File: config.mk
export PLATFORM = sky130hd
export DESIGN_NAME = shift_pipe
export DESIGN_NICKNAME = d
export VERILOG_FILES = /design/src/rtl/shift_pipe_pkg.sv /design/src/rtl/shift_pipe_stage_reg.sv /design/src/rtl/shift_pipe.sv
export SDC_FILE = /design/constraint.sdc
export NUM_CORES = 1
export LEC_CHECK = 0
export BUFFER_PORTS_ARGS = -buffer_cell sky130_fd_sc_hd__buf_2
export CELL_PAD_IN_SITES_DETAIL_PLACEMENT = 1
export CELL_PAD_IN_SITES_GLOBAL_PLACEMENT = 1
export CORE_MARGIN = 5
export CORE_UTILIZATION = 31
export DETAILED_ROUTE_END_ITERATION = 8
export PLACE_DENSITY_LB_ADDON = 0.1
export SETUP_SLACK_MARGIN = 0.05
export SYNTH_ARGS = -nofsm -noshare
export SYNTH_HDL_FRONTEND = slang
export SYNTH_SLANG_ARGS = --single-unit
File: constraint.sdc
create_clock -name clk -period 1.9 [get_ports clk]
set_clock_uncertainty 0.05 [all_clocks]
set_input_delay 0.285 -clock clk [delete_from_list [all_inputs] [get_ports clk]]
set_output_delay 0.285 -clock clk [all_outputs]
set_load 0.01 [all_outputs]
File: src/rtl/shift_pipe_pkg.sv
// Types and helpers shared by the pipelined shift unit.
// The stage helper always works at 64 bits; narrower datapaths extend in and slice out.
package shift_pipe_pkg;

   typedef enum logic [2:0] {
      OpSll  = 3'd0,
      OpSrl  = 3'd1,
      OpSra  = 3'd2,
      OpSllw = 3'd4,
      OpSrlw = 3'd5,
      OpSraw = 3'd6
   } shift_op_e;

   localparam int unsigned MAX_XLEN = 64;

   function automatic int unsigned shamt_w(input int unsigned xlen);
      return $clog2(xlen);
   endfunction

   // amt_bits is this stage's shamt field, right-aligned; base is the weight of its LSB.
   function automatic logic [MAX_XLEN-1:0] shift_stage(input logic [MAX_XLEN-1:0] data,
                                                       input logic [5:0]          amt_bits,
                                                       input int unsigned         base,
                                                       input logic                dir,
                                                       input logic                arith);
      logic [5:0]                 sh;
      logic signed [MAX_XLEN-1:0] sdata;
      sh    = amt_bits << base;
      sdata = data;
      if (!dir) begin
         return data << sh;
      end else if (arith) begin
         return sdata >>> sh;
      end else begin
         return data >> sh;
      end
   endfunction

endpackage

File: src/rtl/shift_pipe_stage_reg.sv
// One valid/ready register of the shift pipeline: applies this stage's shamt field,
// then registers the partial result with op, shamt and tag.
module shift_stage_reg
   import shift_pipe_pkg::*;
#(
   parameter int unsigned XLEN  = 64,
   parameter int unsigned TAG_W = 5,
   parameter int unsigned STAGE = 0,
   parameter int unsigned BPS   = 3
) (
   input  logic                     clk,
   input  logic                     rst_n,
   input  logic                     flush,
   input  logic                     in_valid,
   output logic                     in_ready,
   input  logic [2:0]               in_op,
   input  logic [XLEN-1:0]          in_data,
   input  logic [$clog2(XLEN)-1:0]  in_shamt,
   input  logic [TAG_W-1:0]         in_tag,
   output logic                     out_valid,
   input  logic                     out_ready,
   output logic [2:0]               out_op,
   output logic [XLEN-1:0]          out_data,
   output logic [$clog2(XLEN)-1:0]  out_shamt,
   output logic [TAG_W-1:0]         out_tag
);

   localparam int unsigned SHAMT_W = shamt_w(XLEN);
   localparam int unsigned LO      = STAGE * BPS;
   // Field width, clipped so trailing stages past SHAMT_W shift by nothing.
   localparam int unsigned NB      = (LO >= SHAMT_W) ? 0 :
                                     ((SHAMT_W - LO < BPS) ? SHAMT_W - LO : BPS);
   localparam logic [SHAMT_W-1:0] FIELD_MASK = SHAMT_W'((64'd1 << NB) - 64'd1);

   logic                valid_q;
   logic [2:0]          op_q;
   logic [XLEN-1:0]     data_q;
   logic [SHAMT_W-1:0]  shamt_q;
   logic [TAG_W-1:0]    tag_q;

   logic                dir, arith;
   logic [SHAMT_W-1:0]  amt;
   logic [MAX_XLEN-1:0] ext, shifted;

   always_comb begin
      dir     = (in_op[1:0] != 2'b00);
      arith   = in_op[1];
      amt     = (in_shamt >> LO) & FIELD_MASK;
      ext     = arith ? MAX_XLEN'($signed(in_data)) : MAX_XLEN'(in_data);
      shifted = shift_stage(ext, 6'(amt), LO, dir, arith);
   end

   assign in_ready = !valid_q || out_ready;

   always_ff @(posedge clk or negedge rst_n) begin
      if (!rst_n) begin
         valid_q <= 1'b0;
         op_q    <= '0;
         data_q  <= '0;
         shamt_q <= '0;
         tag_q   <= '0;
      end else begin
         if (flush) begin
            valid_q <= 1'b0;
         end else if (in_ready) begin
            valid_q <= in_valid;
         end
         if (in_valid && in_ready) begin
            op_q    <= in_op;
            data_q  <= shifted[XLEN-1:0];
            shamt_q <= in_shamt;
            tag_q   <= in_tag;
         end
      end
   end

   assign out_valid = valid_q;
   assign out_op    = op_q;
   assign out_data  = data_q;
   assign out_shamt = shamt_q;
   assign out_tag   = tag_q;

endmodule

File: src/rtl/shift_pipe.sv
// Pipelined RV64I shift unit (SLL/SRL/SRA and word forms) with valid/ready, flush and tag.
// Normalises operands at entry and sign-extends word results at exit.
module shift_pipe
   import shift_pipe_pkg::*;
#(
   parameter int unsigned XLEN   = 64,
   parameter int unsigned STAGES = 2,
   parameter int unsigned TAG_W  = 5
) (
   input  logic                    clk,
   input  logic                    rst_n,
   input  logic                    flush,
   input  logic                    in_valid,
   output logic                    in_ready,
   input  logic [2:0]              in_op,
   input  logic [XLEN-1:0]         in_data,
   input  logic [$clog2(XLEN)-1:0] in_shamt,
   input  logic [TAG_W-1:0]        in_tag,
   output logic                    out_valid,
   input  logic                    out_ready,
   output logic [XLEN-1:0]         out_data,
   output logic [TAG_W-1:0]        out_tag
);

   localparam int unsigned SHAMT_W = shamt_w(XLEN);
   localparam int unsigned BPS     = (SHAMT_W + STAGES - 1) / STAGES;

   logic               s_vld [STAGES];
   logic               s_rdy [STAGES];
   logic [2:0]         s_op  [STAGES];
   logic [XLEN-1:0]    s_dat [STAGES];
   logic [SHAMT_W-1:0] s_sha [STAGES];
   logic [TAG_W-1:0]   s_tag [STAGES];

   logic               legal, word;
   logic [XLEN-1:0]    norm_data, last_data;
   logic [SHAMT_W-1:0] norm_shamt;

   // Illegal codes (and word ops on a 32-bit datapath) enter as zero so they emerge as zero.
   always_comb begin
      word       = in_op[2];
      legal      = (in_op[1:0] != 2'b11) && !(word && (XLEN == 32));
      norm_data  = in_data;
      norm_shamt = in_shamt;
      if (!legal) begin
         norm_data = '0;
      end else if (word) begin
         norm_shamt[SHAMT_W-1] = 1'b0;
         if (in_op == OpSraw) begin
            norm_data = XLEN'($signed(in_data[31:0]));
         end else if (in_op == OpSrlw) begin
            norm_data = XLEN'(in_data[31:0]);
         end
      end
   end

   for (genvar k = 0; k < STAGES; k++) begin : g_stage
      logic               st_in_v, st_out_r;
      logic [2:0]         st_op;
      logic [XLEN-1:0]    st_dat;
      logic [SHAMT_W-1:0] st_sha;
      logic [TAG_W-1:0]   st_tag;

      if (k == 0) begin : g_first
         assign st_in_v = in_valid;
         assign st_op   = in_op;
         assign st_dat  = norm_data;
         assign st_sha  = norm_shamt;
         assign st_tag  = in_tag;
      end else begin : g_next
         assign st_in_v = s_vld[k-1];
         assign st_op   = s_op[k-1];
         assign st_dat  = s_dat[k-1];
         assign st_sha  = s_sha[k-1];
         assign st_tag  = s_tag[k-1];
      end

      if (k == STAGES - 1) begin : g_last
         assign st_out_r = out_ready;
      end else begin : g_mid
         assign st_out_r = s_rdy[k+1];
      end

      shift_stage_reg #(
         .XLEN  (XLEN),
         .TAG_W (TAG_W),
         .STAGE (k),
         .BPS   (BPS)
      ) u_stage (
         .clk       (clk),
         .rst_n     (rst_n),
         .flush     (flush),
         .in_valid  (st_in_v),
         .in_ready  (s_rdy[k]),
         .in_op     (st_op),
         .in_data   (st_dat),
         .in_shamt  (st_sha),
         .in_tag    (st_tag),
         .out_valid (s_vld[k]),
         .out_ready (st_out_r),
         .out_op    (s_op[k]),
         .out_data  (s_dat[k]),
         .out_shamt (s_sha[k]),
         .out_tag   (s_tag[k])
      );
   end

   assign in_ready  = s_rdy[0];
   assign out_valid = s_vld[STAGES-1];
   assign out_tag   = s_tag[STAGES-1];
   assign last_data = s_dat[STAGES-1];

   always_comb begin
      out_data = last_data;
      if (s_op[STAGES-1][2]) begin
         out_data = XLEN'($signed(last_data[31:0]));
      end
   end

endmodule

==> run summary, run 1 <==
Post-synthesis cell count - 1769
Mapped Area - 14700 um^2
WHS - 0.0266 ns
Failing checks - negative setup slack
I/O pins - 154
Diode count - 0
Final worst slack - -0.204 ns
Top-count cell post-synth - nand2_1
Worst slew pin tran - 0.754 ns
Clock Tree Buf Depth - 2
Crit path time final - 2.10 ns
Vias in the first global route - 17523
Largest net degree at the start of global routing - 47
Unique masters post-synth - 72
Site row count - 79
Total GRT Usage - 29.0%
Initial core utilization - 31.4%
Synthesized Nets - 1852
Clock Latency Late Sink - 0.46 ns
Worst path max stage delay - 0.52 ns
Die H - 228 um
Syn avg cell area - 8.30 um^2
CP required - 2.19 ns
Delay-heaviest family, CP - flip-flops
Top post-synthesis cells by count - 174 x nand2_1, 152 x o21ai_0, 150 x nor2_1
Drt first pass iters - 5
Worst VDD drop - 511 uV
Leak - 9.31 nW
Layout fillers - 5479
Wirelength per Cell - 26.8 um
Storage cell area - 3690 um^2
Slew margin rel. - 49.7%
CTS tree - done
Die span in x - 228 um
Final setup fails - 50
Synth Area in Adders - 0.0767%
Initial antenna violation count - 1
CTS HTree Levels - 4
Vias - 16928
Avg Vias per Cell - 5.90
CP bufs+invs - 3
XOR/XNOR Fraction of Synth Area - 0.0596%
Main synth FF type - dfrtp_1
Final nets - 2334
Syn-to-layout area delta - 45.2%
Hold crit path type - primary input to register
Clk pin slew, worst setup/hold paths - 0.07 ns
Layout cells sized above 1 - 43.5%
PD cells - 784 nW/um^2
Synth top area cells - dfrtp_1 25%, mux2i_1 9.3%, mux4_2 9.0%, o21ai_0 5.2%, mux2_2 4.8%
Hold Vio Cnt, Final - 0
Final WL - 77100 um
Fin crit share - 111%
Post-synthesis register bit count - 147
Mux contribution to synthesized area - 23.1%
Critical path startpoint category - register
Fmax - 475 MHz
Status - complete, but fails checks
Synth area leader - dfrtp_1
Crit path capture type - register
Number of DRC markers in iteration 0 - 1399
Synth Area in Compound Gates - 27.3%
Final ANT Viol Nets - 0
Root Buffer - clkbuf_16
First-pass GRT wire length - 115000 um
Multi-input logic area - 10600 um^2
FFs w/ async S/R, synth - 100%
Max-slew violation count - 0
Die area - 51800 um^2
Crit Path Class - register to register
Critical-path cell list - buf_6, buf_6, buf_6, mux4_2, and2_4, a31oi_1, nor2_1, o32a_1
Crit-path most repeated cell - buf_6
Critical path peak fanout - 5
TritonCTS buffer count - 17
Post-Synth Simple-Gate Area - 15.7%
Largest family of logic cells by synthesized area - compound AO/OA/AOI/OAI gates
DRC Markers - 0
CP Data Arrival Time - 2.40 ns
Max_cap viols - 0
Post-DP HPWL - 60700 um
Sequential fraction of the synthesis area - 25.0%
RSZ-0062 raised after global routing - yes
GPL Wtd Cong - 0.953
Post-synth top area share - 25.0%
CORE AREA - 46800 um^2
Grt total ovfl - 0
Yosys warns - 0
Clk sinks - 147
IO buf count - 153
EDFF count, synth - 0
Share of the core filled with cells - 45.6%
Setup TNS - -3.47 ns
Slowest CP cell - dfrtp_4
==> registers in the layout, summed over array words and instances (netlist names) <==
name / flops
g_stage.u_stage.out_tag: 10
g_stage.u_stage.out_data: 128
g_stage.u_stage.out_op: 4
g_stage.u_stage.out_valid: 2
g_stage.u_stage.out_shamt: 3
==> placed cells by master, fill, tap and decap left out, types with 10 or more instances in the layout <==
cell       instances
nor2_1           138
clkbuf_16         17
a211o_1           13
o21ai_1           37
nor2b_1           25
a22oi_1           10
a21oi_2           13
mux2i_2           14
nor3_1            41
mux2i_1          115
o221ai_1          16
o22a_1            12
o21a_1            12
buf_8             11
a22oi_2           16
nand3_1           28
nand2_1          163
o21ai_2           15
buf_4            429
buf_6             38
a211oi_1          37
mux4_2            59
dfrtp_1          143
nand2b_1          18
buf_2            150
mux2_2            57
o22ai_1           24
o21ai_0          104
inv_1             39
a21oi_1           78
buf_12            31
a31oi_1           45
o211ai_1          34
==> layer usage <==
layer  track usage, %  up-vias  part of all wire [%]
li1                 -     7655                     -
met1             40.8     8557                    46
met2             47.1      590                    47
met3             3.25      124                   4.7
met4             8.82        2                   3.0
met5                0        -                 0.014
==> area by class of cell <==
type	count	area share, %
well taps	607	3.56
inverters	41	0.739
repair buffers	673	25.6
multi-input cells	1371	49.8
clock inverters	9	0.710
clock buffers	23	2.29
flip-flops and latches	147	17.3
==> worst paths after layout <==
path / from / slack (ns) / cells past startpoint / endpoint
worst max-delay path: g_stage[0].u_stage.out_shamt[4] / -0.20 / 8 / g_stage[1].u_stage.out_data[32]
worst min-delay path: in_shamt[5] / 0.03 / 3 / g_stage[0].u_stage.out_shamt[5]
worst max register to register: g_stage[0].u_stage.out_shamt[4] / -0.20 / 8 / g_stage[1].u_stage.out_data[32]
worst min register to register: g_stage[0].u_stage.out_tag[0] / 0.42 / 2 / g_stage[1].u_stage.out_tag[0]
max in group asynchronous: rst_n / 0.93 / 3 / g_stage[0].u_stage.out_shamt[3]
min in group asynchronous: rst_n / 0.27 / 2 / g_stage[1].u_stage.out_data[12]
==> metrics by stage <==
| step | total power, mW | instance area, um^2 | std cells | setup WS [ns] |
|---|---|---|---|---|
| finish | 16.7 | 21300 | 2871 | -0.204 |
| global route | 17.5 | 21300 | 2871 | -0.245 |
| floorplan | 8.13 | 14700 | 1769 | 0.0544 |
| CTS | 16.3 | 20700 | 2854 | -0.141 |
| global placement | 11.6 | 18800 | 2771 | -0.326 |
| detailed placement | 11.7 | 18800 | 2771 | -0.404 |
==> logic make-up (layout without fill, tap and decap cells) <==
| kind of cell | after synthesis | count (layout) |
|---|---|---|
| flip-flops | 147 | 147 |
| multiplexers | 258 | 258 |
| AND/OR/NAND/NOR | 510 | 511 |
| AO/OA/AOI/OAI | 600 | 600 |
| XOR/XNOR | 1 | 1 |
| buffers and inverters | 252 | 746 |
| adder cells (fa/ha/maj) | 1 | 1 |
==> worst register-to-register path: cells and delay by family, from the launching register on <==
family / cells / cell delay [ns]
AND/OR/NAND/NOR: 2 / 0.24
multiplexers: 1 / 0.34
AO/OA/AOI/OAI: 2 / 0.43
buffers and inverters: 3 / 0.41
flip-flops: 1 / 0.52
==> repair_timing <==
item / CTS / global route
resized for setup: 205 / 115
buffers inserted: 40 / 22
pin swaps: 66 / 56
cloned: 8 / 1
hold endpoints to repair: 36 / 0
setup endpoints to repair: 93 / 94
hold buffers: 7 / 0
==> where the power goes <==
group	total (mW)	internal [mW]	switching, mW	leakage (nW)
Combinational	8.49	3.95	4.53	7.25
Clock	3.74	2.33	1.41	0.313
Sequential	4.50	3.73	0.766	1.75
Total	16.7	10.0	6.71	9.31
Power figures use the tool's default switching activity.
==> inputs of run 2 (changes only) <==
--- a/constraint.sdc
+++ b/constraint.sdc
@@ -4,2 +4,2 @@
 set_output_delay 0.285 -clock clk [all_outputs]
-set_load 0.01 [all_outputs]
+set_load 0.005 [all_outputs]
==> run 2 against run 1 <==
The run still ends with negative setup slack left. Wire length barely moved. Die area did not move. Highest routed layer unchanged. Core utilization barely moved. Largest cell class unchanged. Sequential power barely moved.
==> run summary, run 2 (same netlist as run 1, synthesis figures left out) <==
Status - complete, but fails checks (unchanged)
Failing checks - negative setup slack (unchanged)
Post-DP HPWL - 60700 um (unchanged)
Crit path time final - 2.10 ns (about the same)
Vias - 16919 (was 16928)
Syn-to-layout area delta - 45.2% (about the same)
Hold Path Sink - g_stage[0].u_stage.out_shamt[5] (unchanged)
Total GRT Usage - 29.0% (about the same)
CTS HTree Levels - 4 (unchanged)
Crit path capture type - register (unchanged)
Clk pin slew, worst setup/hold paths - 0.07 ns (about the same)
Critical-path cell list - buf_6, buf_6, buf_6, mux4_2, and2_4, a31oi_1, nor2_1, o32a_1 (unchanged)
Max reg flops - 128 (unchanged)
Clock Latency Late Sink - 0.45 ns (was 0.46 ns)
Avg Vias per Cell - 5.89 (was 5.90)
RSZ-0062 raised after global routing - yes (unchanged)
Crit-path most repeated cell - buf_6 (unchanged)
Clock Tree Buf Depth - 2 (unchanged)
Total chip power - 16.6 mW (was 16.7 mW)
Initial antenna violation count - 1 (unchanged)
Max-slew violation count - 0 (unchanged)
DRC Markers - 0 (unchanged)
Die H - 228 um (unchanged)
TritonCTS buffer count - 17 (unchanged)
RR Startpoint - g_stage[0].u_stage.out_shamt[4] (unchanged)
Initial core utilization - 31.4% (unchanged)
Drt first pass iters - 5 (unchanged)
Layout cells sized above 1 - 43.5% (about the same)
Site row count - 79 (unchanged)
CORE AREA - 46800 um^2 (unchanged)
Critical path peak fanout - 5 (unchanged)
Grt total ovfl - 0 (unchanged)
Worst r2r path cells - 8 (unchanged)
CP required - 2.19 ns (about the same)
IO buf count - 153 (unchanged)
Placement Cell Area - 18800 um^2 (unchanged)
Commonest non-fill, non-tap cell in the layout - buf_4 (unchanged)
Slew margin rel. - 50.0% (was 49.7%)
GPL Wtd Cong - 0.953 (unchanged)
Final nets - 2334 (unchanged)
Hold Path Depth - 3 (unchanged)
Final worst slack - -0.203 ns (was -0.204 ns)
Slowest CP cell - dfrtp_4 (unchanged)
Most frequent cells in the layout - 429 x buf_4, 163 x nand2_1, 150 x buf_2 (unchanged)
Crit Path Class - register to register (unchanged)
Setup WS pre-CTS - -0.404 ns (unchanged)
Hold crit path type - primary input to register (unchanged)
Wirelength per Cell - 26.8 um (about the same)
Die area - 51800 um^2 (unchanged)
Leak - 9.31 nW (about the same)
Hold Vio Cnt, Final - 0 (unchanged)
I/O pins - 154 (unchanged)
Worst slew pin tran - 0.749 ns (was 0.754 ns)
Reg2Reg Capture Point - g_stage[1].u_stage.out_data[32] (unchanged)
Root Buffer - clkbuf_16 (unchanged)
HP Start - in_shamt[5] (unchanged)
Die span in x - 228 um (unchanged)
CP Data Arrival Time - 2.39 ns (was 2.40 ns)
Diode count - 0 (unchanged)
Reg2Reg Setup Slack - -0.20 ns (about the same)
Vias in the first global route - 17523 (unchanged)
Max_cap viols - 0 (unchanged)
CTS tree - done (unchanged)
Largest net degree at the start of global routing - 47 (unchanged)
Final setup fails - 49 (was 50)
Final ANT Viol Nets - 0 (unchanged)
First-pass GRT wire length - 115000 um (about the same)
Worst VDD drop - 510 uV (was 511 uV)
Final WL - 77000 um (was 77100 um)
Fin crit share - 111% (about the same)
Share of the core filled with cells - 45.6% (about the same)
PD cells - 776 nW/um^2 (was 784 nW/um^2)
Number of DRC markers in iteration 0 - 1403 (was 1399)
Clk sinks - 147 (unchanged)
WHS - 0.0266 ns (about the same)
Fmax - 476 MHz (was 475 MHz)
Finished layout cell area - 21300 um^2 (about the same)
Worst path max stage delay - 0.52 ns (about the same)
Critical path startpoint category - register (unchanged)
[run 2: changes by cell type in the layout (fill, tap and decap cells not counted)]
cell and delta:
o21ai_2 -1, buf_12 -1, buf_8 +1, o21ai_1 +1
[run 2: worst max-delay path by stage]
stage / cells past startpoint / slack, ns / start / end
floorplan: 7 / 0.05 / g_stage[0].u_stage.out_shamt[3] / g_stage[1].u_stage.out_data[61]
global placement: 6 / -0.33 / in_op[1] / g_stage[0].u_stage.out_data[56]
detailed placement: 6 / -0.40 / in_op[0] / g_stage[0].u_stage.out_data[52]
CTS: 8 / -0.14 / g_stage[0].u_stage.out_shamt[4] / g_stage[1].u_stage.out_data[32]
global route: 9 / -0.25 / g_stage[0].u_stage.out_shamt[4] / g_stage[1].u_stage.out_data[36]
finish: 8 / -0.20 / g_stage[0].u_stage.out_shamt[4] / g_stage[1].u_stage.out_data[32]
[run 2: critical path: cells and delay by family (launching register included)]
kind,cells,cell delay [ns]
AOI/OAI and AO/OA,2,0.43
buffers and inverters,3,0.41
DFF,1,0.52
muxes,1,0.34
and+or+nand+nor,2,0.24
[run 2: what timing repair did]
action                                  in CTS  in global routing
buffers inserted                            40                 22
hold buffers                                 7                  0
resized for setup                          204                114
hold endpoints to repair                    36                  0
gates cloned                                 8                  1
endpoints found under the setup margin      88                 82
pin swaps                                   66                 56
[run 2: stage by stage]
| step | TNS, ns | instances |
|---|---|---|
| 5_1_grt | -6.23 | 2871 |
| 2_1_floorplan | 0 | 1769 |
| 4_1_cts | -2.51 | 2854 |
| 3_3_place_gp | -17.42 | 2771 |
| 6_report | -3.33 | 2871 |
| 3_5_place_dp | -20.93 | 2771 |
[run 2: area by class of cell]
class / count / area (um^2)
multi-input combinational: 1371 / 10600
sequential: 147 / 3690
tap: 607 / 759
clock inverter: 9 / 151
inverter: 41 / 158
timing repair buffer: 673 / 5460
fill: 5481 / 25400
clock buffer: 23 / 488
[run 2: power breakdown]
group          leakage [nW]  switching (mW)  internal, mW
logic                  7.24            4.37          3.94
clock network         0.313            1.41          2.33
registers              1.75           0.766          3.73
[run 2: layer usage]
layer  GRT usage (%)  share of wire, %
met5               0             0.014
met4            8.82               3.1
met3            3.25               4.5
met2            47.1                46
met1            40.8                46
==> inputs of run 3 (changes only) <==
Settings changed: CORE_MARGIN 5 to 2.
==> run 3 against run 2 <==
The flow finishes with violations (design-rule violations, negative setup slack). Clock power fell by 7.2%. Core utilization barely moved. Wire length rose by 0.92%. Power fell by 1.2%. Largest power group unchanged.
==> run summary, run 3 (same netlist as run 1, synthesis figures left out) <==
Status - complete, but fails checks (unchanged)
Failing checks - design-rule violations, negative setup slack (was negative setup slack)
GPL Wtd Cong - 0.963 (was 0.953)
Multi-input logic area - 10600 um^2 (about the same)
Layout fillers - 5546 (was 5481)
Worst slew pin tran - 0.733 ns (was 0.749 ns)
Hold crit path type - primary input to register (unchanged)
Site row count - 79 (unchanged)
Final setup fails - 44 (was 49)
Drt first pass iters - 7 (was 5)
Delay-heaviest family, CP - flip-flops (unchanged)
Layout cells sized above 1 - 43.5% (about the same)
Reg2Reg Capture Point - g_stage[1].u_stage.out_data[49] (was g_stage[1].u_stage.out_data[32])
HP Start - in_shamt[5] (unchanged)
IO buf count - 153 (unchanged)
Reg2Reg Setup Slack - -0.14 ns (was -0.20 ns)
NetSw - 6.58 mW (was 6.55 mW)
CP required - 2.17 ns (was 2.19 ns)
Hold Vio Cnt, Final - 0 (unchanged)
Sequential share of power - 27.6% (was 27.2%)
Setup WS pre-CTS - -0.552 ns (was -0.404 ns)
Critical-path cell list - buf_8, mux2_4, buf_4, buf_4, mux2i_2, nand2_1, o211ai_1, a31oi_1 (was buf_6, buf_6, buf_6, mux4_2, and2_4, a31oi_1, nor2_1, o32a_1)
CORE AREA - 46700 um^2 (was 46800 um^2)
Clk sinks - 147 (unchanged)
Worst VDD drop - 410 uV (was 510 uV)
Wirelength per Cell - 27.1 um (was 26.8 um)
Storage cell area - 3690 um^2 (about the same)
Max-slew violation count - 0 (unchanged)
First-pass GRT wire length - 115000 um (about the same)
Max reg flops - 128 (unchanged)
Vias in the first global route - 17064 (was 17523)
Diode count - 0 (unchanged)
Critical path peak fanout - 6 (was 5)
Most frequent cells in the layout - 436 x buf_4, 163 x nand2_1, 150 x buf_2 (was 429 x buf_4, 163 x nand2_1, 150 x buf_2)
Crit path time final - 2.04 ns (was 2.10 ns)
Crit Path Class - register to register (unchanged)
Fin crit share - 107% (was 111%)
Total GRT Usage - 30.7% (was 29.0%)
DRC Markers - 9 (was 0)
Root Buffer - clkbuf_16 (unchanged)
TritonCTS buffer count - 17 (unchanged)
Worst r2r path cells - 8 (unchanged)
CTS tree - done (unchanged)
I/O pins - 154 (unchanged)
Clk pwr share - 21.2% (was 22.6%)
CP bufs+invs - 3 (unchanged)
Final worst slack - -0.140 ns (was -0.203 ns)
Leak - 9.28 nW (was 9.31 nW)
Die area - 49100 um^2 (was 51800 um^2)
Crit-path most repeated cell - buf_4 (was buf_6)
Vias - 16886 (was 16919)
Setup TNS - -3.00 ns (was -3.33 ns)
Commonest non-fill, non-tap cell in the layout - buf_4 (unchanged)
Clock Tree Buf Depth - 2 (unchanged)
Combinational share of power - 51.2% (was 50.2%)
Die span in x - 222 um (was 228 um)
Syn-to-layout area delta - 44.9% (was 45.2%)
Post-DP HPWL - 62000 um (was 60700 um)
Hold Path Sink - g_stage[0].u_stage.out_shamt[5] (unchanged)
Final ANT Viol Nets - 0 (unchanged)
Slew margin rel. - 50.5% (was 50.0%)
Max_cap viols - 0 (unchanged)
Final WL - 77700 um (was 77000 um)
PD cells - 768 nW/um^2 (was 776 nW/um^2)
Avg Vias per Cell - 5.88 (was 5.89)
Sw frac - 40.2% (was 39.6%)
Cell Int Power - 9.77 mW (was 10.0 mW)
Initial antenna violation count - 0 (was 1)
RR Startpoint - g_stage[0].u_stage.out_shamt[4] (unchanged)
Crit path capture type - register (unchanged)
Clk pin slew, worst setup/hold paths - 0.06 ns (was 0.07 ns)
Hold Path Depth - 3 (unchanged)
Final nets - 2336 (was 2334)
Clock Latency Late Sink - 0.45 ns (about the same)
Critical path startpoint category - register (unchanged)
Fmax - 490 MHz (was 476 MHz)
Worst path max stage delay - 0.54 ns (was 0.52 ns)
Initial core utilization - 31.5% (was 31.4%)
Slowest CP cell - dfrtp_4 (unchanged)
CP Data Arrival Time - 2.31 ns (was 2.39 ns)
CTS HTree Levels - 4 (unchanged)
Grt total ovfl - 0 (unchanged)
Largest net degree at the start of global routing - 47 (unchanged)
Number of DRC markers in iteration 0 - 1313 (was 1403)
Die H - 222 um (was 228 um)
RSZ-0062 raised after global routing - yes (unchanged)
[run 3: cell count changes in the layout (fill, tap and decap cells not counted), moves of 4 or more]
cell / previous run / this run
buf_4: 429 / 436
mux2_4: 5 / 10
o21ai_1: 38 / 34
buf_6: 38 / 29
mux2i_4: 8 / 12
nor2_1: 138 / 132
mux2_2: 57 / 52
nor2_2: 9 / 14
o221ai_2: 8 / 3
[run 3: worst max path at each step]
| stage | from | endpoint | slack (ns) | cells past startpoint |
|---|---|---|---|---|
| 3_5_place_dp | in_op[1] | g_stage[0].u_stage.out_data[49] | -0.55 | 8 |
| 4_1_cts | g_stage[0].u_stage.out_shamt[4] | g_stage[1].u_stage.out_data[57] | -0.12 | 8 |
| 3_3_place_gp | in_shamt[0] | g_stage[0].u_stage.out_data[1] | -0.41 | 8 |
| 5_1_grt | g_stage[0].u_stage.out_shamt[4] | g_stage[1].u_stage.out_data[57] | -0.19 | 8 |
| 6_report | g_stage[0].u_stage.out_shamt[4] | g_stage[1].u_stage.out_data[49] | -0.14 | 8 |
| 2_1_floorplan | g_stage[0].u_stage.out_shamt[3] | g_stage[1].u_stage.out_data[61] | 0.05 | 7 |
[run 3: worst reg2reg max path, stage by stage (launching register included)]
cell	delay [ns]
dfrtp_4	0.54
buf_8	0.17
mux2_4	0.31
buf_4	0.15
buf_4	0.13
mux2i_2	0.19
nand2_1	0.09
o211ai_1	0.17
a31oi_1	0.13
[run 3: power by group through the flow]
stage	Combinational, mW	Sequential (mW)	Clock [mW]
finish	8.37	4.51	3.47
detailed placement	7.24	4.53	0
floorplan	3.81	4.16	0
global placement	7.19	4.50	0
global route	8.87	4.56	3.66
CTS	7.87	4.47	3.55
[run 3: layer usage]
layer  share of wire [%]  global-route usage [%]  vias to the layer above
li1                    -                       -                     7640
met3                 5.0                    3.06                      124
met2                  46                    49.1                      642
met4                 3.7                    11.6                        0
met5                   0                       0                        -
met1                  45                    42.9                     8480
[run 3: per-stage QoR]
stage / std cells / total power, mW / hold slack (ns) / instance area [um^2] / utilization (%)
final: 2873 / 16.3 / 0.0277 / 21300 / 45.6
after global routing: 2873 / 17.1 / 0.0472 / 21300 / 45.6
after CTS: 2855 / 15.9 / 0.0160 / 20600 / 44.2
after detailed placement: 2795 / 11.8 / 0.177 / 19000 / 40.8
after global placement: 2795 / 11.7 / 0.178 / 19000 / 40.8
after floorplan: 1769 / 7.97 / -0.0606 / 14700 / -
[run 3: repair_timing]
| action | CTS | global route |
|---|---|---|
| pin swaps | 36 | 47 |
| setup endpoints to repair | 90 | 112 |
| setup buffers | 18 | 17 |
| hold buffers | 7 | 0 |
| gates cloned | 3 | 3 |
| resized for setup | 185 | 133 |
| endpoints found under the hold margin | 37 | 0 |
[run 3: layout make-up]
class | instances | share of cell area, %
Timing Repair Buffer | 675 | 25.6
Clock buffer | 24 | 2.31
Tap cell | 607 | 3.57
Clock inverter | 8 | 0.470
Multi-Input combinational cell | 1371 | 50.0
Inverter | 41 | 0.741
Sequential cell | 147 | 17.3
